--- src/rtl/pipe_hazard_ctrl_pkg.sv ---
`default_nettype none
// ============================================================================
//  Module      : pipe_hazard_ctrl_pkg
//  Description : Shared types and constants for the pipeline sequencer:
//                FSM state encoding, default halt opcode, stage-control
//                bundle and a saturating increment helper.
//  Revision    : 1.0  initial release
// ============================================================================
package pipe_hazard_ctrl_pkg;

    // Sequencer states (2-bit encoding fixed so debug taps stay stable)
    typedef enum logic [1:0] {
        ST_RUN      = 2'd0,
        ST_MEM_WAIT = 2'd1,
        ST_DRAIN    = 2'd2,
        ST_HALT     = 2'd3
    } state_t;

    // Opcode that stops the machine when it reaches ID
    localparam logic [3:0] C_HALT_OPC = 4'hF;

    // drain_cnt value at which EX, MEM and WB hold only bubbles
    localparam logic [1:0] C_DRAIN_LAST = 2'd2;

    // One pipeline register's write-enable / synchronous-clear pair
    typedef struct packed {
        logic wr;
        logic clr;
    } stage_ctrl_t;

    // Common stage-control combinations
    localparam stage_ctrl_t C_STG_PASS  = '{wr: 1'b1, clr: 1'b0};
    localparam stage_ctrl_t C_STG_HOLD  = '{wr: 1'b0, clr: 1'b0};
    localparam stage_ctrl_t C_STG_FLUSH = '{wr: 1'b1, clr: 1'b1};
    localparam stage_ctrl_t C_STG_ZAP   = '{wr: 1'b0, clr: 1'b1};

    // 16-bit increment that sticks at all-ones instead of wrapping
    function automatic logic [15:0] sat_inc16(input logic [15:0] v);
        return (v == 16'hFFFF) ? v : v + 16'd1;
    endfunction

endpackage : pipe_hazard_ctrl_pkg
`default_nettype wire

--- src/rtl/pipe_hazard_ctrl_if.sv ---
`default_nettype none
// ============================================================================
//  Module      : pipe_hazard_ctrl_if
//  Description : Bundle between the pipeline datapath (master) and the
//                hazard/sequencing controller (slave). Optional performance
//                counters appear when PIPE_HAZARD_CTRL_PERF_EN is defined.
//  Revision    : 1.0  initial release
// ============================================================================
interface pipe_hazard_ctrl_if;

    // Datapath -> controller
    logic [3:0]  IFIDopcode;
    logic [3:0]  IFIDrs;
    logic [3:0]  IFIDrt;
    logic        IFIDuses_rt;
    logic        IDEXmemtoReg;
    logic [3:0]  IDEXrd;
    logic        branch_taken;
    logic        dmem_req;
    logic        dmem_rdy;
    logic        resume;

    // Controller -> datapath
    logic        wr_PC;
    logic        wr_IFID;
    logic        wr_IDEX;
    logic        wr_EXMEM;
    logic        wr_MEMWB;
    logic        IFIDclear;
    logic        IDEXclear;
    logic        EXMEMclear;
    logic        MEMWBclear;
    logic        pc_sel;
    logic        halted;
    logic        mem_err;
`ifdef PIPE_HAZARD_CTRL_PERF_EN
    logic [15:0] stall_cnt;
    logic [15:0] flush_cnt;
`endif

    modport master (
        output IFIDopcode, IFIDrs, IFIDrt, IFIDuses_rt, IDEXmemtoReg, IDEXrd,
               branch_taken, dmem_req, dmem_rdy, resume,
        input  wr_PC, wr_IFID, wr_IDEX, wr_EXMEM, wr_MEMWB,
               IFIDclear, IDEXclear, EXMEMclear, MEMWBclear,
               pc_sel, halted, mem_err
`ifdef PIPE_HAZARD_CTRL_PERF_EN
        , input stall_cnt, flush_cnt
`endif
    );

    modport slave (
        input  IFIDopcode, IFIDrs, IFIDrt, IFIDuses_rt, IDEXmemtoReg, IDEXrd,
               branch_taken, dmem_req, dmem_rdy, resume,
        output wr_PC, wr_IFID, wr_IDEX, wr_EXMEM, wr_MEMWB,
               IFIDclear, IDEXclear, EXMEMclear, MEMWBclear,
               pc_sel, halted, mem_err
`ifdef PIPE_HAZARD_CTRL_PERF_EN
        , output stall_cnt, flush_cnt
`endif
    );

endinterface : pipe_hazard_ctrl_if
`default_nettype wire

--- src/rtl/pipe_hazard_ctrl_hazard_detect.sv ---
`default_nettype none
// ============================================================================
//  Module      : pipe_hazard_ctrl_hazard_detect
//  Description : Combinational load-use comparator. Flags when the load in
//                EX writes a register that the instruction in ID reads.
//                Register r0 is hard-wired zero and never creates a hazard.
//  Revision    : 1.0  initial release
// ============================================================================
module pipe_hazard_ctrl_hazard_detect (
    input  wire logic       i_idex_memtoreg,
    input  wire logic [3:0] i_idex_rd,
    input  wire logic [3:0] i_ifid_rs,
    input  wire logic [3:0] i_ifid_rt,
    input  wire logic       i_ifid_uses_rt,
    output logic            o_hazard
);

    logic w_rd_nonzero;
    logic w_rs_match;
    logic w_rt_match;

    assign w_rd_nonzero = (i_idex_rd != 4'd0);
    assign w_rs_match   = (i_idex_rd == i_ifid_rs);
    assign w_rt_match   = i_ifid_uses_rt && (i_idex_rd == i_ifid_rt);

    assign o_hazard = i_idex_memtoreg && w_rd_nonzero && (w_rs_match || w_rt_match);

endmodule : pipe_hazard_ctrl_hazard_detect
`default_nettype wire

--- src/rtl/pipe_hazard_ctrl.sv ---
`default_nettype none
// ============================================================================
//  Module      : pipe_hazard_ctrl
//  Description : Central sequencer for the 4-stage-register 16-bit pipeline.
//                Drives all stage write enables / clears, PC write and PC
//                select. Handles load-use stalls, taken-branch flushes,
//                data-memory wait freezes with timeout and halt/drain/resume.
//                State and counters are registered; control outputs are
//                combinational from state and current inputs.
//                Optional macro PIPE_HAZARD_CTRL_PERF_EN adds saturating
//                stall_cnt / flush_cnt performance counters.
//  Revision    : 1.0  initial release
// ============================================================================
module pipe_hazard_ctrl
    import pipe_hazard_ctrl_pkg::*;
#(
    parameter logic [3:0]      HALT_OPC    = C_HALT_OPC,
    parameter int              TO_W        = 8,
    parameter logic [TO_W-1:0] MEM_TIMEOUT = TO_W'(255)
) (
    input  wire logic          clk,
    input  wire logic          reset,     // synchronous, active-low
    pipe_hazard_ctrl_if.slave  bus
);

    // ------------------------------------------------------------------
    // Registered state
    // ------------------------------------------------------------------
    state_t          r_state;
    state_t          r_ret_state;   // where MEM_WAIT returns to
    logic [TO_W-1:0] r_to_cnt;
    logic [1:0]      r_drain_cnt;
    logic            r_mem_err;

    // ------------------------------------------------------------------
    // Decision wires
    // ------------------------------------------------------------------
    logic w_hazard;
    logic w_mem_stall;
    logic w_can_freeze;
    logic w_freeze_enter;
    logic w_wait_hold;
    logic w_is_halt_op;
    logic w_branch;
    logic w_halt_det;
    logic w_load_use;
    logic w_resume;

    pipe_hazard_ctrl_hazard_detect u_hazard_detect (
        .i_idex_memtoreg (bus.IDEXmemtoReg),
        .i_idex_rd       (bus.IDEXrd),
        .i_ifid_rs       (bus.IFIDrs),
        .i_ifid_rt       (bus.IFIDrt),
        .i_ifid_uses_rt  (bus.IFIDuses_rt),
        .o_hazard        (w_hazard)
    );

    assign w_mem_stall    = bus.dmem_req && !bus.dmem_rdy;
    assign w_can_freeze   = (r_state == ST_RUN) || (r_state == ST_DRAIN);
    assign w_freeze_enter = w_can_freeze && w_mem_stall;
    assign w_wait_hold    = (r_state == ST_MEM_WAIT) && !bus.dmem_rdy;
    assign w_is_halt_op   = (bus.IFIDopcode == HALT_OPC);

    // Priority chain in RUN: freeze > branch > halt > load-use.
    // A taken branch squashes whatever sits in ID, including a halt.
    assign w_branch   = (r_state == ST_RUN) && !w_mem_stall && bus.branch_taken;
    assign w_halt_det = (r_state == ST_RUN) && !w_mem_stall && !bus.branch_taken
                        && w_is_halt_op;
    assign w_load_use = (r_state == ST_RUN) && !w_mem_stall && !bus.branch_taken
                        && !w_is_halt_op && w_hazard;
    assign w_resume   = (r_state == ST_HALT) && bus.resume;

    // ------------------------------------------------------------------
    // Control outputs
    // ------------------------------------------------------------------
    logic        w_pc_wr;
    logic        w_pc_sel;
    logic        w_halted;
    stage_ctrl_t w_ifid;
    stage_ctrl_t w_idex;
    stage_ctrl_t w_exmem;
    stage_ctrl_t w_memwb;

    // Decode current state and inputs into stage enables/clears
    always_comb begin
        w_pc_wr  = 1'b1;
        w_pc_sel = 1'b0;
        w_halted = 1'b0;
        w_ifid   = C_STG_PASS;
        w_idex   = C_STG_PASS;
        w_exmem  = C_STG_PASS;
        w_memwb  = C_STG_PASS;

        if (!reset) begin
            // Hold everything and scrub every stage while reset is asserted
            w_pc_wr = 1'b0;
            w_ifid  = C_STG_ZAP;
            w_idex  = C_STG_ZAP;
            w_exmem = C_STG_ZAP;
            w_memwb = C_STG_ZAP;
        end else begin
            case (r_state)
                ST_RUN: begin
                    if (w_freeze_enter) begin
                        w_pc_wr = 1'b0;
                        w_ifid  = C_STG_HOLD;
                        w_idex  = C_STG_HOLD;
                        w_exmem = C_STG_HOLD;
                        w_memwb = C_STG_ZAP;
                    end else if (w_branch) begin
                        w_pc_sel = 1'b1;
                        w_ifid   = C_STG_FLUSH;
                        w_idex   = C_STG_FLUSH;
                    end else if (w_halt_det || w_load_use) begin
                        // Both hold PC/IFID and inject a bubble into ID/EX
                        w_pc_wr = 1'b0;
                        w_ifid  = C_STG_HOLD;
                        w_idex  = C_STG_FLUSH;
                    end
                end
                ST_DRAIN: begin
                    if (w_freeze_enter) begin
                        w_pc_wr = 1'b0;
                        w_ifid  = C_STG_HOLD;
                        w_idex  = C_STG_HOLD;
                        w_exmem = C_STG_HOLD;
                        w_memwb = C_STG_ZAP;
                    end else begin
                        w_pc_wr = 1'b0;
                        w_ifid  = C_STG_HOLD;
                        w_idex  = C_STG_FLUSH;
                    end
                end
                ST_MEM_WAIT: begin
                    // On dmem_rdy the RUN defaults apply for this one cycle
                    if (!bus.dmem_rdy) begin
                        w_pc_wr = 1'b0;
                        w_ifid  = C_STG_HOLD;
                        w_idex  = C_STG_HOLD;
                        w_exmem = C_STG_HOLD;
                        w_memwb = C_STG_ZAP;
                    end
                end
                ST_HALT: begin
                    w_halted = 1'b1;
                    w_idex   = C_STG_HOLD;
                    w_exmem  = C_STG_HOLD;
                    w_memwb  = C_STG_HOLD;
                    if (w_resume) begin
                        // Step past the halt that is still sitting in IF/ID
                        w_pc_wr = 1'b1;
                        w_ifid  = '{wr: 1'b0, clr: 1'b1};
                    end else begin
                        w_pc_wr = 1'b0;
                        w_ifid  = C_STG_HOLD;
                    end
                end
                default: begin
                    w_pc_wr = 1'b0;
                    w_ifid  = C_STG_HOLD;
                    w_idex  = C_STG_HOLD;
                    w_exmem = C_STG_HOLD;
                    w_memwb = C_STG_HOLD;
                end
            endcase
        end
    end

    assign bus.wr_PC      = w_pc_wr;
    assign bus.pc_sel     = w_pc_sel;
    assign bus.halted     = w_halted;
    assign bus.wr_IFID    = w_ifid.wr;
    assign bus.IFIDclear  = w_ifid.clr;
    assign bus.wr_IDEX    = w_idex.wr;
    assign bus.IDEXclear  = w_idex.clr;
    assign bus.wr_EXMEM   = w_exmem.wr;
    assign bus.EXMEMclear = w_exmem.clr;
    assign bus.wr_MEMWB   = w_memwb.wr;
    assign bus.MEMWBclear = w_memwb.clr;
    assign bus.mem_err    = r_mem_err;

    // ------------------------------------------------------------------
    // Sequencer FSM with wait-timeout and drain counters
    // ------------------------------------------------------------------
    // Advance state, counters and the sticky timeout flag each cycle
    always_ff @(posedge clk) begin
        if (!reset) begin
            r_state     <= ST_RUN;
            r_ret_state <= ST_RUN;
            r_to_cnt    <= '0;
            r_drain_cnt <= 2'd0;
            r_mem_err   <= 1'b0;
        end else begin
            case (r_state)
                ST_RUN: begin
                    if (w_freeze_enter) begin
                        r_state     <= ST_MEM_WAIT;
                        r_ret_state <= ST_RUN;
                        r_to_cnt    <= TO_W'(1);
                    end else if (w_halt_det) begin
                        r_state     <= ST_DRAIN;
                        r_drain_cnt <= 2'd0;
                    end
                end
                ST_DRAIN: begin
                    // drain_cnt is frozen while a memory wait interrupts draining
                    if (w_freeze_enter) begin
                        r_state     <= ST_MEM_WAIT;
                        r_ret_state <= ST_DRAIN;
                        r_to_cnt    <= TO_W'(1);
                    end else if (r_drain_cnt == C_DRAIN_LAST) begin
                        r_state <= ST_HALT;
                    end else begin
                        r_drain_cnt <= r_drain_cnt + 2'd1;
                    end
                end
                ST_MEM_WAIT: begin
                    if (bus.dmem_rdy) begin
                        r_state <= r_ret_state;
                    end else if (r_to_cnt == MEM_TIMEOUT) begin
                        r_state   <= ST_HALT;
                        r_mem_err <= 1'b1;
                    end else if (r_to_cnt != {TO_W{1'b1}}) begin
                        r_to_cnt <= r_to_cnt + TO_W'(1);
                    end
                end
                ST_HALT: begin
                    if (w_resume) begin
                        r_state <= ST_RUN;
                    end
                end
                default: begin
                    r_state <= ST_RUN;
                end
            endcase
        end
    end

`ifdef PIPE_HAZARD_CTRL_PERF_EN
    // ------------------------------------------------------------------
    // Performance counters
    // ------------------------------------------------------------------
    logic [15:0] r_stall_cnt;
    logic [15:0] r_flush_cnt;

    // Count stall cycles (load-use or memory freeze) and branch flushes
    always_ff @(posedge clk) begin
        if (!reset) begin
            r_stall_cnt <= 16'd0;
            r_flush_cnt <= 16'd0;
        end else begin
            if (w_load_use || w_freeze_enter || w_wait_hold) begin
                r_stall_cnt <= sat_inc16(r_stall_cnt);
            end
            if (w_branch) begin
                r_flush_cnt <= sat_inc16(r_flush_cnt);
            end
        end
    end

    assign bus.stall_cnt = r_stall_cnt;
    assign bus.flush_cnt = r_flush_cnt;
`endif

endmodule : pipe_hazard_ctrl
`default_nettype wire

--- src/flat_wrapper.sv ---
// flat-port wrapper written by rule: the top's interface ports become plain ports
module pipe_hazard_ctrl_flat import pipe_hazard_ctrl_pkg::*;
#(
    parameter logic [3:0]      HALT_OPC    = C_HALT_OPC,
    parameter int              TO_W        = 8,
    parameter logic [TO_W-1:0] MEM_TIMEOUT = TO_W'(255)
)
  (clk, reset, bus_IFIDopcode, bus_IFIDrs, bus_IFIDrt, bus_IFIDuses_rt, bus_IDEXmemtoReg, bus_IDEXrd, bus_branch_taken, bus_dmem_req, bus_dmem_rdy, bus_resume, bus_wr_PC, bus_wr_IFID, bus_wr_IDEX, bus_wr_EXMEM, bus_wr_MEMWB, bus_IFIDclear, bus_IDEXclear, bus_EXMEMclear, bus_MEMWBclear, bus_pc_sel, bus_halted, bus_mem_err);
  pipe_hazard_ctrl_if bus_i ();
  input  wire logic clk;
  input  wire logic reset;
  input wire logic [$bits(bus_i.IFIDopcode)-1:0] bus_IFIDopcode;
  input wire logic [$bits(bus_i.IFIDrs)-1:0] bus_IFIDrs;
  input wire logic [$bits(bus_i.IFIDrt)-1:0] bus_IFIDrt;
  input wire logic [$bits(bus_i.IFIDuses_rt)-1:0] bus_IFIDuses_rt;
  input wire logic [$bits(bus_i.IDEXmemtoReg)-1:0] bus_IDEXmemtoReg;
  input wire logic [$bits(bus_i.IDEXrd)-1:0] bus_IDEXrd;
  input wire logic [$bits(bus_i.branch_taken)-1:0] bus_branch_taken;
  input wire logic [$bits(bus_i.dmem_req)-1:0] bus_dmem_req;
  input wire logic [$bits(bus_i.dmem_rdy)-1:0] bus_dmem_rdy;
  input wire logic [$bits(bus_i.resume)-1:0] bus_resume;
  output wire logic [$bits(bus_i.wr_PC)-1:0] bus_wr_PC;
  output wire logic [$bits(bus_i.wr_IFID)-1:0] bus_wr_IFID;
  output wire logic [$bits(bus_i.wr_IDEX)-1:0] bus_wr_IDEX;
  output wire logic [$bits(bus_i.wr_EXMEM)-1:0] bus_wr_EXMEM;
  output wire logic [$bits(bus_i.wr_MEMWB)-1:0] bus_wr_MEMWB;
  output wire logic [$bits(bus_i.IFIDclear)-1:0] bus_IFIDclear;
  output wire logic [$bits(bus_i.IDEXclear)-1:0] bus_IDEXclear;
  output wire logic [$bits(bus_i.EXMEMclear)-1:0] bus_EXMEMclear;
  output wire logic [$bits(bus_i.MEMWBclear)-1:0] bus_MEMWBclear;
  output wire logic [$bits(bus_i.pc_sel)-1:0] bus_pc_sel;
  output wire logic [$bits(bus_i.halted)-1:0] bus_halted;
  output wire logic [$bits(bus_i.mem_err)-1:0] bus_mem_err;
  assign bus_i.IFIDopcode = bus_IFIDopcode;
  assign bus_i.IFIDrs = bus_IFIDrs;
  assign bus_i.IFIDrt = bus_IFIDrt;
  assign bus_i.IFIDuses_rt = bus_IFIDuses_rt;
  assign bus_i.IDEXmemtoReg = bus_IDEXmemtoReg;
  assign bus_i.IDEXrd = bus_IDEXrd;
  assign bus_i.branch_taken = bus_branch_taken;
  assign bus_i.dmem_req = bus_dmem_req;
  assign bus_i.dmem_rdy = bus_dmem_rdy;
  assign bus_i.resume = bus_resume;
  assign bus_wr_PC = bus_i.wr_PC;
  assign bus_wr_IFID = bus_i.wr_IFID;
  assign bus_wr_IDEX = bus_i.wr_IDEX;
  assign bus_wr_EXMEM = bus_i.wr_EXMEM;
  assign bus_wr_MEMWB = bus_i.wr_MEMWB;
  assign bus_IFIDclear = bus_i.IFIDclear;
  assign bus_IDEXclear = bus_i.IDEXclear;
  assign bus_EXMEMclear = bus_i.EXMEMclear;
  assign bus_MEMWBclear = bus_i.MEMWBclear;
  assign bus_pc_sel = bus_i.pc_sel;
  assign bus_halted = bus_i.halted;
  assign bus_mem_err = bus_i.mem_err;
  pipe_hazard_ctrl #(.HALT_OPC(HALT_OPC), .TO_W(TO_W), .MEM_TIMEOUT(MEM_TIMEOUT)) u_core (.clk(clk), .reset(reset), .bus(bus_i));
endmodule
--- config.mk ---
export PLATFORM = sky130hd
export DESIGN_NAME = pipe_hazard_ctrl_flat
export DESIGN_NICKNAME = d
export VERILOG_FILES = /design/src/rtl/pipe_hazard_ctrl_pkg.sv /design/src/rtl/pipe_hazard_ctrl_if.sv /design/src/rtl/pipe_hazard_ctrl_hazard_detect.sv /design/src/rtl/pipe_hazard_ctrl.sv /design/src/flat_wrapper.sv
export SDC_FILE = /design/constraint.sdc
export NUM_CORES = 1
export LEC_CHECK = 0
export ABC_AREA = 1
export BUFFER_PORTS_ARGS = -buffer_cell sky130_fd_sc_hd__buf_4
export CAP_MARGIN = 10
export CORE_MARGIN = 2
export CORE_UTILIZATION = 54
export DETAILED_ROUTE_END_ITERATION = 8
export HOLD_SLACK_MARGIN = 0.12
export PLACE_DENSITY_LB_ADDON = 0.08
export RECOVER_POWER = 25
export SLEW_MARGIN = 0
export SYNTH_ARGS = -nofsm -noshare
export SYNTH_HDL_FRONTEND = slang
export SYNTH_HIERARCHICAL = 1
export SYNTH_SLANG_ARGS = --single-unit
--- constraint.sdc ---
create_clock -name clk -period 3.71 [get_ports clk]
set_input_delay 0.742 -clock clk [delete_from_list [all_inputs] [get_ports clk]]
set_output_delay 0.742 -clock clk [all_outputs]
set_load 0.02 [all_outputs]
; Yosys cells after proc, flatten, opt, wreduce, memory -nomap -nowiden
; Cells that the tools add are included.
[totals]
input_bits = 24
output_inout_bits = 12
latch_bits = 0
regBits = 15
mem_bits_ro = 0
ram_bits = 0
elab_cells = 114
memories = 0
[op_classes]
n_mux = 54
multipliers = 0
n_reduce_logical = 29
shifts = 0
div = 0
n_lt_le_gt_ge = 0
addsub = 2
n_bitwise = 1
n_eq_ne = 23
[op_table]
columns = cell, count
row1 = $mux W2, 27
row2 = $mux W8, 4
row3 = $pmux W2 S4, 3
row4 = $pmux W8 S2, 1
row5 = $mux W1, 14
row6 = $logic_and A1 B1 Y1, 12
row7 = $ne A2 B2 Y1 const B, 6
row8 = $pmux W2 S3, 2
row9 = $ne A2 B1 Y1 const B, 5
row10 = $reduce_and A5 Y1, 2
row11 = $add A8 B1 Y8 const B, 1
row12 = $eq A4 B4 Y1, 2
row13 = $eq A8 B8 Y1 const B, 1
row14 = $ne A8 B8 Y1 const B, 1
row15 = $pmux W2 S2, 2
row16 = $eq A2 B2 Y1 const B, 3
row17 = $reduce_and A3 Y1, 2
row18 = $eq A4 B4 Y1 const B, 1
row19 = $logic_not A1 Y1, 4
row20 = $pmux W1 S4, 1
row21 = $reduce_and A4 Y1, 1
row22 = $reduce_bool A2 Y1, 2
row23 = $reduce_bool A4 Y1, 1
row24 = $logic_or A1 B1 Y1, 3
row25 = 8 further kinds, 8

; Longest topological paths before layout
; Gate-level depths: netlist of run 1.
[depth]
depth_word = 13
ltp_mapped = 11
depth_no_buf = 11

; Hierarchy
; The synthesis of run 1 kept the hierarchy.
[modules_own_cells]
columns = module, n_inst, area_each_um2, seq_area_each_um2, cells_each
row1 = pipe_hazard_ctrl, 1, 977.2, 280.3, 166
row2 = pipe_hazard_ctrl_hazard_detect, 1, 173.9, 0.0, 42

; Worst setup path before layout of run 1
; No wires, ideal clock.
[synth_timing]
kind = input port to output port
startpoint = in reset
endpoint = out bus_wr_MEMWB
t_arrival_ns = 1.696
slack_ns = 1.272
stages = 4
required_ns = 2.968
path_buffers = 2
path_cell_list = inv_1 > clkbuf_1 > a21oi_1 > buf_4
[synth_between]
elab_chain_cells = 1
[synth_rtl]
columns = item, line_no
row1 = start: declaration, flat_wrapper.sv:11  ; input wire logic reset;
row2 = $mux W2, pipe_hazard_ctrl.sv:94  ; if (!reset) begin
row3 = end: declaration, flat_wrapper.sv:26  ; output wire logic [$bits(bus_i.wr_MEMWB)-1:0] bus_wr_MEMWB;
; Every way passes these cells.

; Final worst setup path of run 1
[layout_timing]
startpoint = in bus_IDEXrd[1]
endpoint = out bus_wr_IFID
[layout_between]
elab_chain_cells = 11
elab_cells_between_ends = 14
cone_classes = 2 x eq/ne / 5 x mux / 7 x reduce/logical
[layout_rtl]
columns = item, line_no
row1 = start: declaration, flat_wrapper.sv:17  ; input wire logic [$bits(bus_i.IDEXrd)-1:0] bus_IDEXrd;
row2 = $eq A4 B4 Y1, pipe_hazard_ctrl_hazard_detect.sv:24  ; assign w_rt_match = i_ifid_uses_rt && (i_idex_rd == i_ifid_rt);
row3 = $logic_and A1 B1 Y1, pipe_hazard_ctrl_hazard_detect.sv:24
row4 = $logic_or A1 B1 Y1, pipe_hazard_ctrl_hazard_detect.sv:26  ; assign o_hazard = i_idex_memtoreg && w_rd_nonzero && (w_rs_match || w_rt_match);
row5 = $logic_and A1 B1 Y1 (*), pipe_hazard_ctrl_hazard_detect.sv:26
row6 = named net u_core.w_hazard, pipe_hazard_ctrl.sv:38  ; logic w_hazard;
row7 = $logic_and A1 B1 Y1 (*), pipe_hazard_ctrl.sv:70  ; && !w_is_halt_op && w_hazard;
row8 = $logic_or A1 B1 Y1 (*), pipe_hazard_ctrl.sv:114  ; end else if (w_halt_det || w_load_use) begin
row9 = $mux W2 (*), pipe_hazard_ctrl.sv:114
row10 = $mux W2 (*), pipe_hazard_ctrl.sv:110  ; end else if (w_branch) begin
row11 = $mux W2 (*), pipe_hazard_ctrl.sv:104  ; if (w_freeze_enter) begin
row12 = $pmux W2 S4 (*), pipe_hazard_ctrl.sv:102  ; case (r_state)
row13 = $mux W2 (*), pipe_hazard_ctrl.sv:94
row14 = end: declaration, flat_wrapper.sv:23  ; output wire logic [$bits(bus_i.wr_IFID)-1:0] bus_wr_IFID;
; Mark *: on every way through the listed nets, which the timed path passes. The rest lies on a longest branch.

==> results of run 1 <==
==> tightest hold or removal path, cell delays in order (launching register included) <==
cell     delay, ns
dfxtp_1       0.34
a31oi_1       0.04
nor2_1        0.07
==> cells by family after synthesis <==
| group | after synthesis |
|---|---|
| AO/OA/AOI/OAI | 28 |
| XOR/XNOR | 1 |
| adder cells (fa/ha/maj) | 2 |
| buffers and inverters | 43 |
| flip-flops | 14 |
| AND/OR/NAND/NOR | 120 |
==> final cells by class <==
| class | count | share of cell area |
|---|---|---|
| timing repair buffer | 35 | 0.178 |
| multi-input combinational | 151 | 0.476 |
| clock buffer | 4 | 0.0250 |
| tap | 27 | 0.0233 |
| sequential | 14 | 0.193 |
| inverter | 40 | 0.104 |
==> report_power, final <==
group / total, mW / switching, mW / internal, mW
sequential: 0.215 / 0.0380 / 0.177
combinational: 0.417 / 0.262 / 0.154
clock: 0.117 / 0.0575 / 0.0598
total: 0.749 / 0.358 / 0.391
==> routing by layer <==
layer | global-route usage | up-vias | wire, microns
li1 | - | 712 | -
met1 | 0.296 | 609 | 1120
met2 | 0.482 | 64 | 1500
met3 | 0.0476 | 3 | 261
met4 | 0.0556 | 0 | 16
met5 | 0 | - | 0
==> metrics by stage <==
| step | worst slack, ns | hold WS [ns] | instances | total power [mW] |
|---|---|---|---|---|
| 6_report | 1.04 | 0.479 | 271 | 0.749 |
| 5_1_grt | 0.910 | 0.500 | 271 | 0.814 |
| 4_1_cts | 1.05 | 0.479 | 271 | 0.753 |
| 3_5_place_dp | 1.07 | 0.462 | 267 | 0.637 |
| 3_3_place_gp | 1.08 | 0.453 | 267 | 0.611 |
| 2_1_floorplan | 1.27 | 0.436 | 208 | 0.511 |
==> worst paths after layout <==
check                                   startpoint                 end  cells after the start
worst max-delay path                 bus_IDEXrd[1]         bus_wr_IFID                     13
worst min-delay path            u_core/bus.mem_err  u_core/bus.mem_err                      2
worst max register to register  u_core/r_to_cnt[0]  u_core/r_to_cnt[5]                      9
worst min register to register  u_core/bus.mem_err  u_core/bus.mem_err                      2
==> cells in the mapped netlist <==
cell,count,area share
nand2_1,67,0.22
inv_1,33,0.11
nor2_1,25,0.082
nand3_1,17,0.074
a21oi_1,16,0.070
dfxtp_1,14,0.24
o21ai_0,9,0.039
inv_2,6,0.020
nor3_1,3,0.013
ha_1,2,0.022
nand2_2,2,0.011
nand2_4,2,0.020
a211oi_1,1,0.0065
a21oi_2,1,0.0076
a31oi_1,1,0.0054
buf_2,1,0.0043
buf_4,1,0.0065
clkbuf_1,1,0.0033
inv_4,1,0.0054
nand3b_1,1,0.0065
nand4_1,1,0.0054
nor2_2,1,0.0054
nor2_8,1,0.017
xnor2_1,1,0.0076
==> sequential cells by signal, summed over array words and instances (netlist names) <==
name	cells
u_core/r_to_cnt	8
u_core/r_state	2
u_core/r_drain_cnt	2
u_core/r_ret_state	1
u_core/bus.mem_err	1
==> metrics.md, run 1 <==
| Metric | Value |
|---|---|
| Status | `completed` |
| Fin. Hold Viols | `0` |
| Clock Sinks | `14` |
| Worst setup SP type | `input port` |
| Initial core utilization | `0.581` |
| N_diodes | `0` |
| Simple-Gate Fraction of Synth Area | `0.452` |
| First DRT Iteration DRCs | `60` |
| Yosys cell types | `24` |
| Crit Path Category | `in2out` |
| Pleak | `0.763 nW` |
| R2r setup slk | `1.77 ns` |
| Xor and xnor area share after synthesis | `0.00761` |
| Worst-path cell chain | `buf_4 -> inv_1 -> nand2_1 -> nand2_1 -> nor2_1 -> nand2_1 -> a21oi_2 -> inv_1 -> a21oi_1 -> o21ai_0 -> nand2_1 -> nor2_1 -> buf_4` |
| Post-synthesis mux area share | `0` |
| DRT Pass-1 Iters | `4` |
| Fin nets | `roughly 270` |
| Synth Cell Area | `1150 sq um` |
| Total global-route track usage | `0.256` |
| RSZ-0062 raised after global routing | `no` |
| CTS tree | `built` |
| Pwr Density | `515 nW/um^2` |
| VDD IR max | `0.366 mV` |
| Port buffer count | `35` |
| Ratio of cells with drive above 1 in the final layout | `0.205` |
| Overflow after GRT | `0` |
| Worst setup EP type | `primary output` |
| CP delay by family, top | `simple AND/OR/NAND/NOR gates` |
| Die outline width | `roughly 50 microns` |
| Leading cell type in the layout, fill and taps excluded | `nand2_1` |
| Row count | `16` |
| Max Fanout on Critical Path | `3` |
| CP peak stage delay | `around 0.20 ns` |
| Ys Warns | `6` |
| Fmax | `around 370 MHz` |
| Post-CTS setup buffers | `0` |
| Final ANT Viol Nets | `0` |
| Vias per Instance | `5.12` |
| Slowest CP cell | `a21oi_1` |
| Largest net degree at the start of global routing | `14` |
| Worst-margin pin slew | `~0.43 ns` |
| Vias in the first global route | `1287` |
| Slew Viols, Final | `0` |
| Most used cell, CP | `nand2_1` |
| Vias after detailed routing | `~1.4k` |
| Final WL | `approximately 2900 microns` |
| Synth Area in Compound Gates | `0.128` |
| Die Area | `around 2500 sq um` |
| Tmin final | `2.67 ns` |
| Area Overhead vs Synth | `26.2%` |
| Cts bufs inserted | `3` |
| Fin crit share | `0.720` |
| Fin util | `0.733` |
| Synth Register Bits | `14` |
| Main combinational cell family by area after synthesis | `simple AND/OR/NAND/NOR gates` |
| FF+latch area | `roughly 280 sq um` |
| Core footprint | `1980 sq um` |
| CP arrival | `roughly 1.9 ns` |
| First-pass GRT wire length | `5050 microns` |
| I/O Pins | `36` |
| # DRC | `0` |
| Clock slew at reported path FFs | `approximately 0.09 ns` |
| Worst min path class | `reg2reg` |
| CP required | `between 2 and 3 ns` |
| Initial antenna violation count | `0` |
| Die Ht | `roughly 50 microns` |
| WL per Instance | `around 11 microns` |
| CP bufs+invs | `4` |
| Gate Count Post-Synth | `roughly 210` |
| Htree depth | `1` |
| Post-DP Area | `~1400 sq um` |
| CTS Root Cell | `clkbuf_4` |
| Mean Syn Cell Area | `around 5.5 sq um` |
| Worst-case clock buffer depth | `2` |
| # fillers | `between 150 and 200` |
| Hpwl dp | `2390 microns` |
| Adder-cell share of the synthesized area | `0.0217` |
| Most frequent cells in the layout | `nand2_1, buf_4, inv_1, nor2_1, nand3_1` |
| Max-Cap Viols | `0` |
| Slew HR | `0.707` |
| Final Skew | `0.00414 ns` |
| Post-cts resize count | `0` |
| Area of the multi-input gates | `slightly below 700 sq um` |
| Finished Cell Area | `approximately 1500 sq um` |
| Post-CTS Hold Buffers | `0` |
| GP Congestion | `just over 0.9` |
| Final setup fails | `0` |
| Fin Setup TNS | `0 ns` |
| Seq/Total Area, Yosys | `0.243` |
| Net Count, Synth | `approximately 230` |
| Clock Latency Late Sink | `0.29 ns` |
No activity file was read; power rests on OpenSTA's default activity.
==> run 2: changes to the inputs <==
--- a/config.mk
+++ b/config.mk
@@ -5,11 +5,11 @@
 export SDC_FILE = /design/constraint.sdc
 export NUM_CORES = 1
 export LEC_CHECK = 0
-export ABC_AREA = 1
+export ABC_AREA = 0
 export BUFFER_PORTS_ARGS = -buffer_cell sky130_fd_sc_hd__buf_4
 export CAP_MARGIN = 10
 export CORE_MARGIN = 2
-export CORE_UTILIZATION = 54
+export CORE_UTILIZATION = 49
 export DETAILED_ROUTE_END_ITERATION = 8
 export HOLD_SLACK_MARGIN = 0.12
 export PLACE_DENSITY_LB_ADDON = 0.08
==> constraint.sdc (replaced) <==
create_clock -name clk -period 2.5 [get_ports clk]
set_input_delay 0.5 -clock clk [delete_from_list [all_inputs] [get_ports clk]]
set_output_delay 0.5 -clock clk [all_outputs]
set_load 0.02 [all_outputs]
==> run 2 against run 1 <==
Effect of this change:
- routed wire length down 8.6%
- cell area down 4.6%
- via count down 19%
- critical endpoint is now bus_wr_PC
- largest power group is now registers
==> metrics.md, run 2 <==
| Metric | Value |
|---|---|
| Area Overhead vs Synth | `34.8%` |
| CP delay by family, top | `compound AO/OA/AOI/OAI gates` |
| Crit. path cell count | `9 (-4)` |
| Leading cell type in the layout, fill and taps excluded | `buf_4` |
| CP arrival | `1.99 ns (+0.06 ns)` |
| Largest net degree at the start of global routing | `17 (+3)` |
| Most frequent cells in the layout | `buf_4, nor2_1, nand2_1, dfxtp_1` |
| Vias in the first global route | `1145 (-11%)` |
| First-pass GRT wire length | `4420 microns (-13%)` |
| Post-synth top flop | `dfxtp_1` |
| GP Congestion | `0.865 (-5.5%)` |
| Synth Register Bits | `14 (unchanged)` |
| Die Ht | `49.8 microns (-0.71%)` |
| Final ANT Viol Nets | `0 (unchanged)` |
| Core footprint | `1960 sq um (-1.0%)` |
| Fin nets | `202 (-25%)` |
| Clock Sinks | `14 (unchanged)` |
| Clock Latency Late Sink | `0.28 ns (about the same)` |
| CP peak stage delay | `0.44 ns (+0.24 ns)` |
| Post-CTS Hold Buffers | `0 (unchanged)` |
| Fin. Hold Viols | `0 (unchanged)` |
| Max Fanout on Critical Path | `2 (-1)` |
| Port buffer count | `35 (unchanged)` |
| Final hold slack | `0.477 ns (-0.00144 ns)` |
| # DRC | `0 (unchanged)` |
| Clock slew at reported path FFs | `0.08 ns (about the same)` |
| Worst min path class | `reg2reg` |
| Slew Viols, Final | `0 (unchanged)` |
| Largest Register | `u_core/r_to_cnt` |
| Top cells by area, synth | `dfxtp_1, nor2_1, nand2_1` |
| Critical Path End | `bus_wr_PC` |
| Die outline width | `49.8 microns (-0.71%)` |
| Pleak | `0.605 nW (-21%)` |
| Initial antenna violation count | `0 (unchanged)` |
| Most common cell in the netlist | `nor2_1` |
| Tmin final | `roughly 2.5 ns` |
| Slowest CP cell | `o41a_1` |
| Max-Cap Viols | `0 (unchanged)` |
| R2r startpoint | `u_core/r_state[0]` |
| Worst setup startpoint | `bus_IDEXrd[3]` |
| Final WL | `2640 microns (-8.6%)` |
| Biggest regs | `u_core/r_to_cnt (8), u_core/r_drain_cnt (2), u_core/r_state (2)` |
| I/O Pins | `36 (unchanged)` |
| Ys async rst share | `0 (unchanged)` |
| CTS tree | `built` |
| Die Area | `2480 sq um (-1.4%)` |
| Fin crit share | `0.995` |
| Worst setup EP type | `primary output` |
| First DRT Iteration DRCs | `31 (-48%)` |
| Worst setup SP type | `input port` |
| Mean Syn Cell Area | `7.56 sq um (+37%)` |
| # fillers | `191 (+15%)` |
| Final Skew | `0.000874 ns (-0.00326 ns)` |
| Initial core utilization | `0.524 (-0.0566)` |
| Yosys cell types | `41 (+71%)` |
| Worst-path cell chain | `buf_8 -> o41a_1 -> nand3_1 -> o2bb2ai_1 -> a41oi_2 -> nor2_2 -> o32a_1 -> nor2_1 -> buf_4` |
| Area of the multi-input gates | `709 sq um (+2.5%)` |
| Net Count, Synth | `162 (-31%)` |
| Final worst slack | `0.0114 ns (-1.03 ns)` |
| Row count | `16 (unchanged)` |
| Final setup fails | `0 (unchanged)` |
| Seq/Total Area, Yosys | `0.273 (+0.0290)` |
| Hpwl dp | `2020 microns (-15%)` |
| Total global-route track usage | `0.225 (-0.0315)` |
| Worst-margin pin slew | `0.495 ns (+0.0612 ns)` |
| Critical R2R Capture | `u_core/r_to_cnt[3]` |
| CP required | `2.00 ns (-0.97 ns)` |
| Ratio of cells with drive above 1 in the final layout | `0.274 (+0.0694)` |
| RSZ-0062 raised after global routing | `yes` |
| Finished Cell Area | `1390 sq um (-4.6%)` |
| DRT Pass-1 Iters | `6 (+2)` |
| Vias after detailed routing | `1123 (-19%)` |
| Status | `completed` |
| VDD IR max | `0.307 mV (-16%)` |
| CTS Root Cell | `clkbuf_4` |
| Overflow after GRT | `0 (unchanged)` |
| WL per Instance | `13.1 microns (+23%)` |
| FF+latch area | `280 sq um (unchanged)` |
| Total power | `0.563 mW (-25%)` |
| Max reg flops | `8 (unchanged)` |
| Number of flops mapped to enable cells by yosys | `0 (unchanged)` |
| Vias per Instance | `5.56 (+8.5%)` |
| N_diodes | `0 (unchanged)` |
| Top cell type's share of synthesized area | `0.273 (+0.0290)` |
| Slew HR | `0.670 (-0.0378)` |
| R2r setup slk | `0.79 ns (-0.98 ns)` |
| Pwr Density | `406 nW/um^2 (-21%)` |
| Cts bufs inserted | `3 (unchanged)` |
| Cell taking the most area after synthesis | `dfxtp_1` |
| Gate Count Post-Synth | `136 (-35%)` |
| Fmax | `402 MHz` |
| Crit Path Category | `in2out` |
| Post-DP Area | `1330 sq um (-7.4%)` |
| CP bufs+invs | `2 (-2)` |
| Htree depth | `1 (unchanged)` |
| R2r worst-path depth | `4 (-5)` |
| Ys Warns | `6 (unchanged)` |
| Top post-synthesis cells by count | `nor2_1, dfxtp_1, nand2_1` |
| Synth Cell Area | `1030 sq um (-11%)` |
| DP Worst Slack | `-0.0359 ns (-1.10 ns)` |
| Worst-case clock buffer depth | `2 (unchanged)` |
[run 2: cell types whose count changed in the layout (fill, tap and decap cells not counted), sizes merged, moves of 4 or more]
cell / delta
inv: -34
nor2: -10
nand4: +4
nand2b: +6
xor2: +4
a21oi: -9
buf: +6
nand2: -57
nand3: -9
[run 2: timing repair]
action                                  in CTS  in global routing
pin swaps                                    6                  2
cloned                                       0                  0
gates resized for setup                      3                  2
endpoints found under the setup margin       1                  3
setup buffers                                1                  0
[run 2: area by class of cell]
| class | count | area share |
|---|---|---|
| Timing Repair Buffer | 40 | 0.222 |
| Tap cell | 27 | 0.0244 |
| Clock buffer | 4 | 0.0262 |
| Sequential cell | 14 | 0.202 |
| Inverter | 5 | 0.0135 |
| Multi-Input combinational cell | 112 | 0.512 |
[run 2: cells by family (layout without fill, tap and decap cells)]
family | count (synthesis) | in the layout | synth area share
xor gates and xnor gates | 8 | 8 | 0.0681
AOI/OAI and AO/OA | 34 | 34 | 0.237
and+or+nand+nor | 65 | 65 | 0.321
buffers and inverters | 10 | 49 | 0.0474
muxes | 3 | 3 | 0.0292
adders and majority gates | 2 | 2 | 0.0243
DFF | 14 | 14 | 0.273
[run 2: worst min-delay path by stage]
stage | start | end | slack [ns] | cells after the start
after detailed placement | u_core/r_drain_cnt[0] | u_core/r_drain_cnt[0] | 0.47 | 2
after CTS | u_core/r_drain_cnt[0] | u_core/r_drain_cnt[0] | 0.48 | 2
after floorplan | u_core/r_drain_cnt[0] | u_core/r_drain_cnt[0] | 0.44 | 2
after global routing | u_core/bus.mem_err | u_core/bus.mem_err | 0.52 | 2
after global placement | u_core/bus.mem_err | u_core/bus.mem_err | 0.45 | 2
final | u_core/r_drain_cnt[0] | u_core/r_drain_cnt[0] | 0.48 | 2
[run 2: metal layers]
| metal | global-route usage | share of wire |
|---|---|---|
| met1 | 0.252 | 0.43 |
| met2 | 0.409 | 0.52 |
| met3 | 0.0515 | 0.042 |
| met4 | 0.0833 | 0.0072 |
| met5 | 0 | 0 |
[run 2: power by group]
part / switching, mW / internal [mW] / total (mW)
registers: 0.00462 / 0.227 / 0.232
logic: 0.0860 / 0.0828 / 0.169
clock network: 0.0733 / 0.0885 / 0.162
[run 2: per-stage QoR]
stage               instances  utilization  TNS (ns)
global placement          197        0.675   -0.0148
global route              202        0.707   -0.0970
CTS                       202        0.703  -0.00254
detailed placement        197        0.675   -0.0359
floorplan                 136            -         0
finish                    202        0.707         0
[run 2: worst register-to-register path: stages (launching register included)]
cell and delay, ns:
dfxtp_1 0.51, nand2b_1 0.19, a21o_1 0.29, or4_1 0.52
a21boi_1 0.14
==> run 3: changes to the inputs <==
==> constraint.sdc (replaced) <==
create_clock -name clk -period 2.3 [get_ports clk]
set_input_delay 0.46 -clock clk [delete_from_list [all_inputs] [get_ports clk]]
set_output_delay 0.46 -clock clk [all_outputs]
set_load 0.02 [all_outputs]
==> run 3 against run 2 <==
Effect of this change:
- the run now ends with setup timing left
- critical path depth down 1
- power up 11%
- flip-flop and latch count unchanged
- die area unchanged
- cell count up 0.50%
- first-iteration DRC count up 6.5%
- combinational power up 14%
- via count up 3.5%
- critical path type unchanged
- largest cell class unchanged
==> metrics.md, run 3 (synthesized netlist as in run 2, its figures left out) <==
| Metric | Value |
|---|---|
| Status | `finished, violations left` |
| Violated checks | `setup timing` |
| Clock slew at reported path FFs | `0.08 ns (about the same)` |
| Initial core utilization | `0.524 (unchanged)` |
| # DRC | `0 (unchanged)` |
| Fin. Hold Viols | `0 (unchanged)` |
| Tmin final | `~2.4 ns` |
| Leading cell type in the layout, fill and taps excluded | `buf_4` |
| Slowest CP cell | `o41a_1` |
| Slew Viols, Final | `0 (unchanged)` |
| CTS tree | `built` |
| Worst setup startpoint | `bus_IDEXrd[3]` |
| Crit Path Category | `in2out` |
| Worst setup SP type | `input port` |
| Vias in the first global route | `1060 (-7.4%)` |
| Hold Crit Start | `u_core/r_drain_cnt[0]` |
| RSZ-0062 raised after global routing | `yes` |
| Ratio of cells with drive above 1 in the final layout | `0.301 (+0.0269)` |
| Worst-margin pin slew | `0.455 ns (-0.0406 ns)` |
| Fin crit share | `1.05` |
| Worst-case clock buffer depth | `2 (unchanged)` |
| DRT Pass-1 Iters | `4 (-2)` |
| First DRT Iteration DRCs | `33 (+6.5%)` |
| Clock Latency Late Sink | `0.28 ns (about the same)` |
| Worst-path cell chain | `buf_6 -> o41a_1 -> o2bb2ai_1 -> a41oi_2 -> nor2_2 -> o32a_1 -> nor2_2 -> buf_6` |
| Die Ht | `49.8 microns (unchanged)` |
| Port buffer count | `35 (unchanged)` |
| Total power | `0.626 mW (+11%)` |
| R2r startpoint | `u_core/r_state[0]` |
| Max reg flops | `8 (unchanged)` |
| Most frequent cells in the layout | `buf_4, nor2_1, nand2_1, dfxtp_1` |
| I/O Pins | `36 (unchanged)` |
| Hpwl dp | `2040 microns (+0.64%)` |
| Pleak | `0.617 nW (+1.9%)` |
| WL per Instance | `13.8 microns (+5.7%)` |
| Fmax | `roughly 410 MHz` |
| N_diodes | `0 (unchanged)` |
| GP Congestion | `0.875 (+1.2%)` |
| Pwr Density | `440 nW/um^2 (+8.4%)` |
| First-pass GRT wire length | `4400 microns (-0.48%)` |
| Post-CTS Hold Buffers | `0 (unchanged)` |
| Area Overhead vs Synth | `38.4%` |
| Final worst slack | `-0.111 ns (-0.123 ns)` |
| CP required | `1.84 ns (-0.16 ns)` |
| Max Fanout on Critical Path | `2 (unchanged)` |
| CP peak stage delay | `0.44 ns (about the same)` |
| Biggest regs | `u_core/r_to_cnt (8), u_core/r_drain_cnt (2), u_core/r_state (2)` |
| CP arrival | `1.95 ns (-0.04 ns)` |
| Finished Cell Area | `1420 sq um (+2.7%)` |
| Final WL | `2810 microns (+6.2%)` |
| Row count | `16 (unchanged)` |
| Die outline width | `49.8 microns (unchanged)` |
| Largest net degree at the start of global routing | `15 (-2)` |
| Final hold slack | `0.467 ns (-0.0106 ns)` |
| Fin Setup TNS | `-0.220 ns (-0.220 ns)` |
| Max-Cap Viols | `0 (unchanged)` |
| Core footprint | `1960 sq um (unchanged)` |
| Overflow after GRT | `0 (unchanged)` |
| Die Area | `2480 sq um (unchanged)` |
| Final ANT Viol Nets | `0 (unchanged)` |
| Slew HR | `0.697 (+0.0271)` |
| CTS Root Cell | `clkbuf_4` |
| Final Skew | `0.00517 ns (+0.00429 ns)` |
| Htree depth | `1 (unchanged)` |
| Vias per Instance | `5.72 (+3.0%)` |
| Fin nets | `203 (+0.50%)` |
| Worst setup EP type | `primary output` |
| Initial antenna violation count | `0 (unchanged)` |
| Cts bufs inserted | `3 (unchanged)` |
| Total global-route track usage | `0.228 (+0.00304)` |
| Post-DP Area | `1340 sq um (+0.76%)` |
| Clock Sinks | `14 (unchanged)` |
| VDD IR max | `0.343 mV (+12%)` |
| Final setup fails | `3 (+3)` |
| Worst min path class | `reg2reg` |
| Vias after detailed routing | `1162 (+3.5%)` |
| Largest Register | `u_core/r_to_cnt` |
[run 3: path summary, 6_finish.rpt]
check / endpoint / slack [ns] / cells past startpoint
min: u_core/r_drain_cnt[0] / 0.47 / 2
max: bus_wr_PC / -0.11 / 8
min reg2reg: u_core/r_drain_cnt[0] / 0.47 / 2
max reg2reg: u_core/r_to_cnt[3] / 0.53 / 4
[run 3: what timing repair did]
item,CTS,global route
pin swaps,8,6
setup buffers,1,0
gates resized for setup,5,5
endpoints found under the hold margin,0,0
endpoints found under the setup margin,2,3
[run 3: stage by stage]
stage | std cells | utilization | setup WS, ns
after detailed placement | 198 | 0.680 | -0.152
final | 203 | 0.726 | -0.111
after CTS | 203 | 0.714 | -0.111
after global routing | 203 | 0.726 | -0.173
after floorplan | 136 | - | 0.0550
after global placement | 198 | 0.680 | -0.132
[run 3: power by group]
group	switching [mW]	total, mW	leakage (nW)	internal (mW)
sequential	0.00670	0.254	0.113	0.247
clock	0.0827	0.179	0.0210	0.0963
combinational	0.0988	0.193	0.483	0.0946
total	0.188	0.626	0.617	0.438
[run 3: area by class of cell]
cell class                 count  area [sq um]
clock buffer                   4          36.3
fill                         171           538
inverter                       5          18.8
multi-input combinational    112           732
sequential                    14           280
tap                           27          33.8
timing repair buffer          41           323
[run 3: layer usage]
layer | vias up | global-route usage | wire, microns | part of all wire
met3 | 2 | 0.0576 | 152 | 0.054
met5 | - | 0 | 0 | 0
met4 | 0 | 0.0556 | 21 | 0.0075
li1 | 576 | - | - | -
met2 | 40 | 0.429 | 1480 | 0.53
met1 | 544 | 0.251 | 1160 | 0.41
[run 3: worst max-delay path, delay by kind of cell]
family          cells  cell delay [ns]
compound gates      4             1.12
simple gates        2             0.15
buf+inv             2             0.21
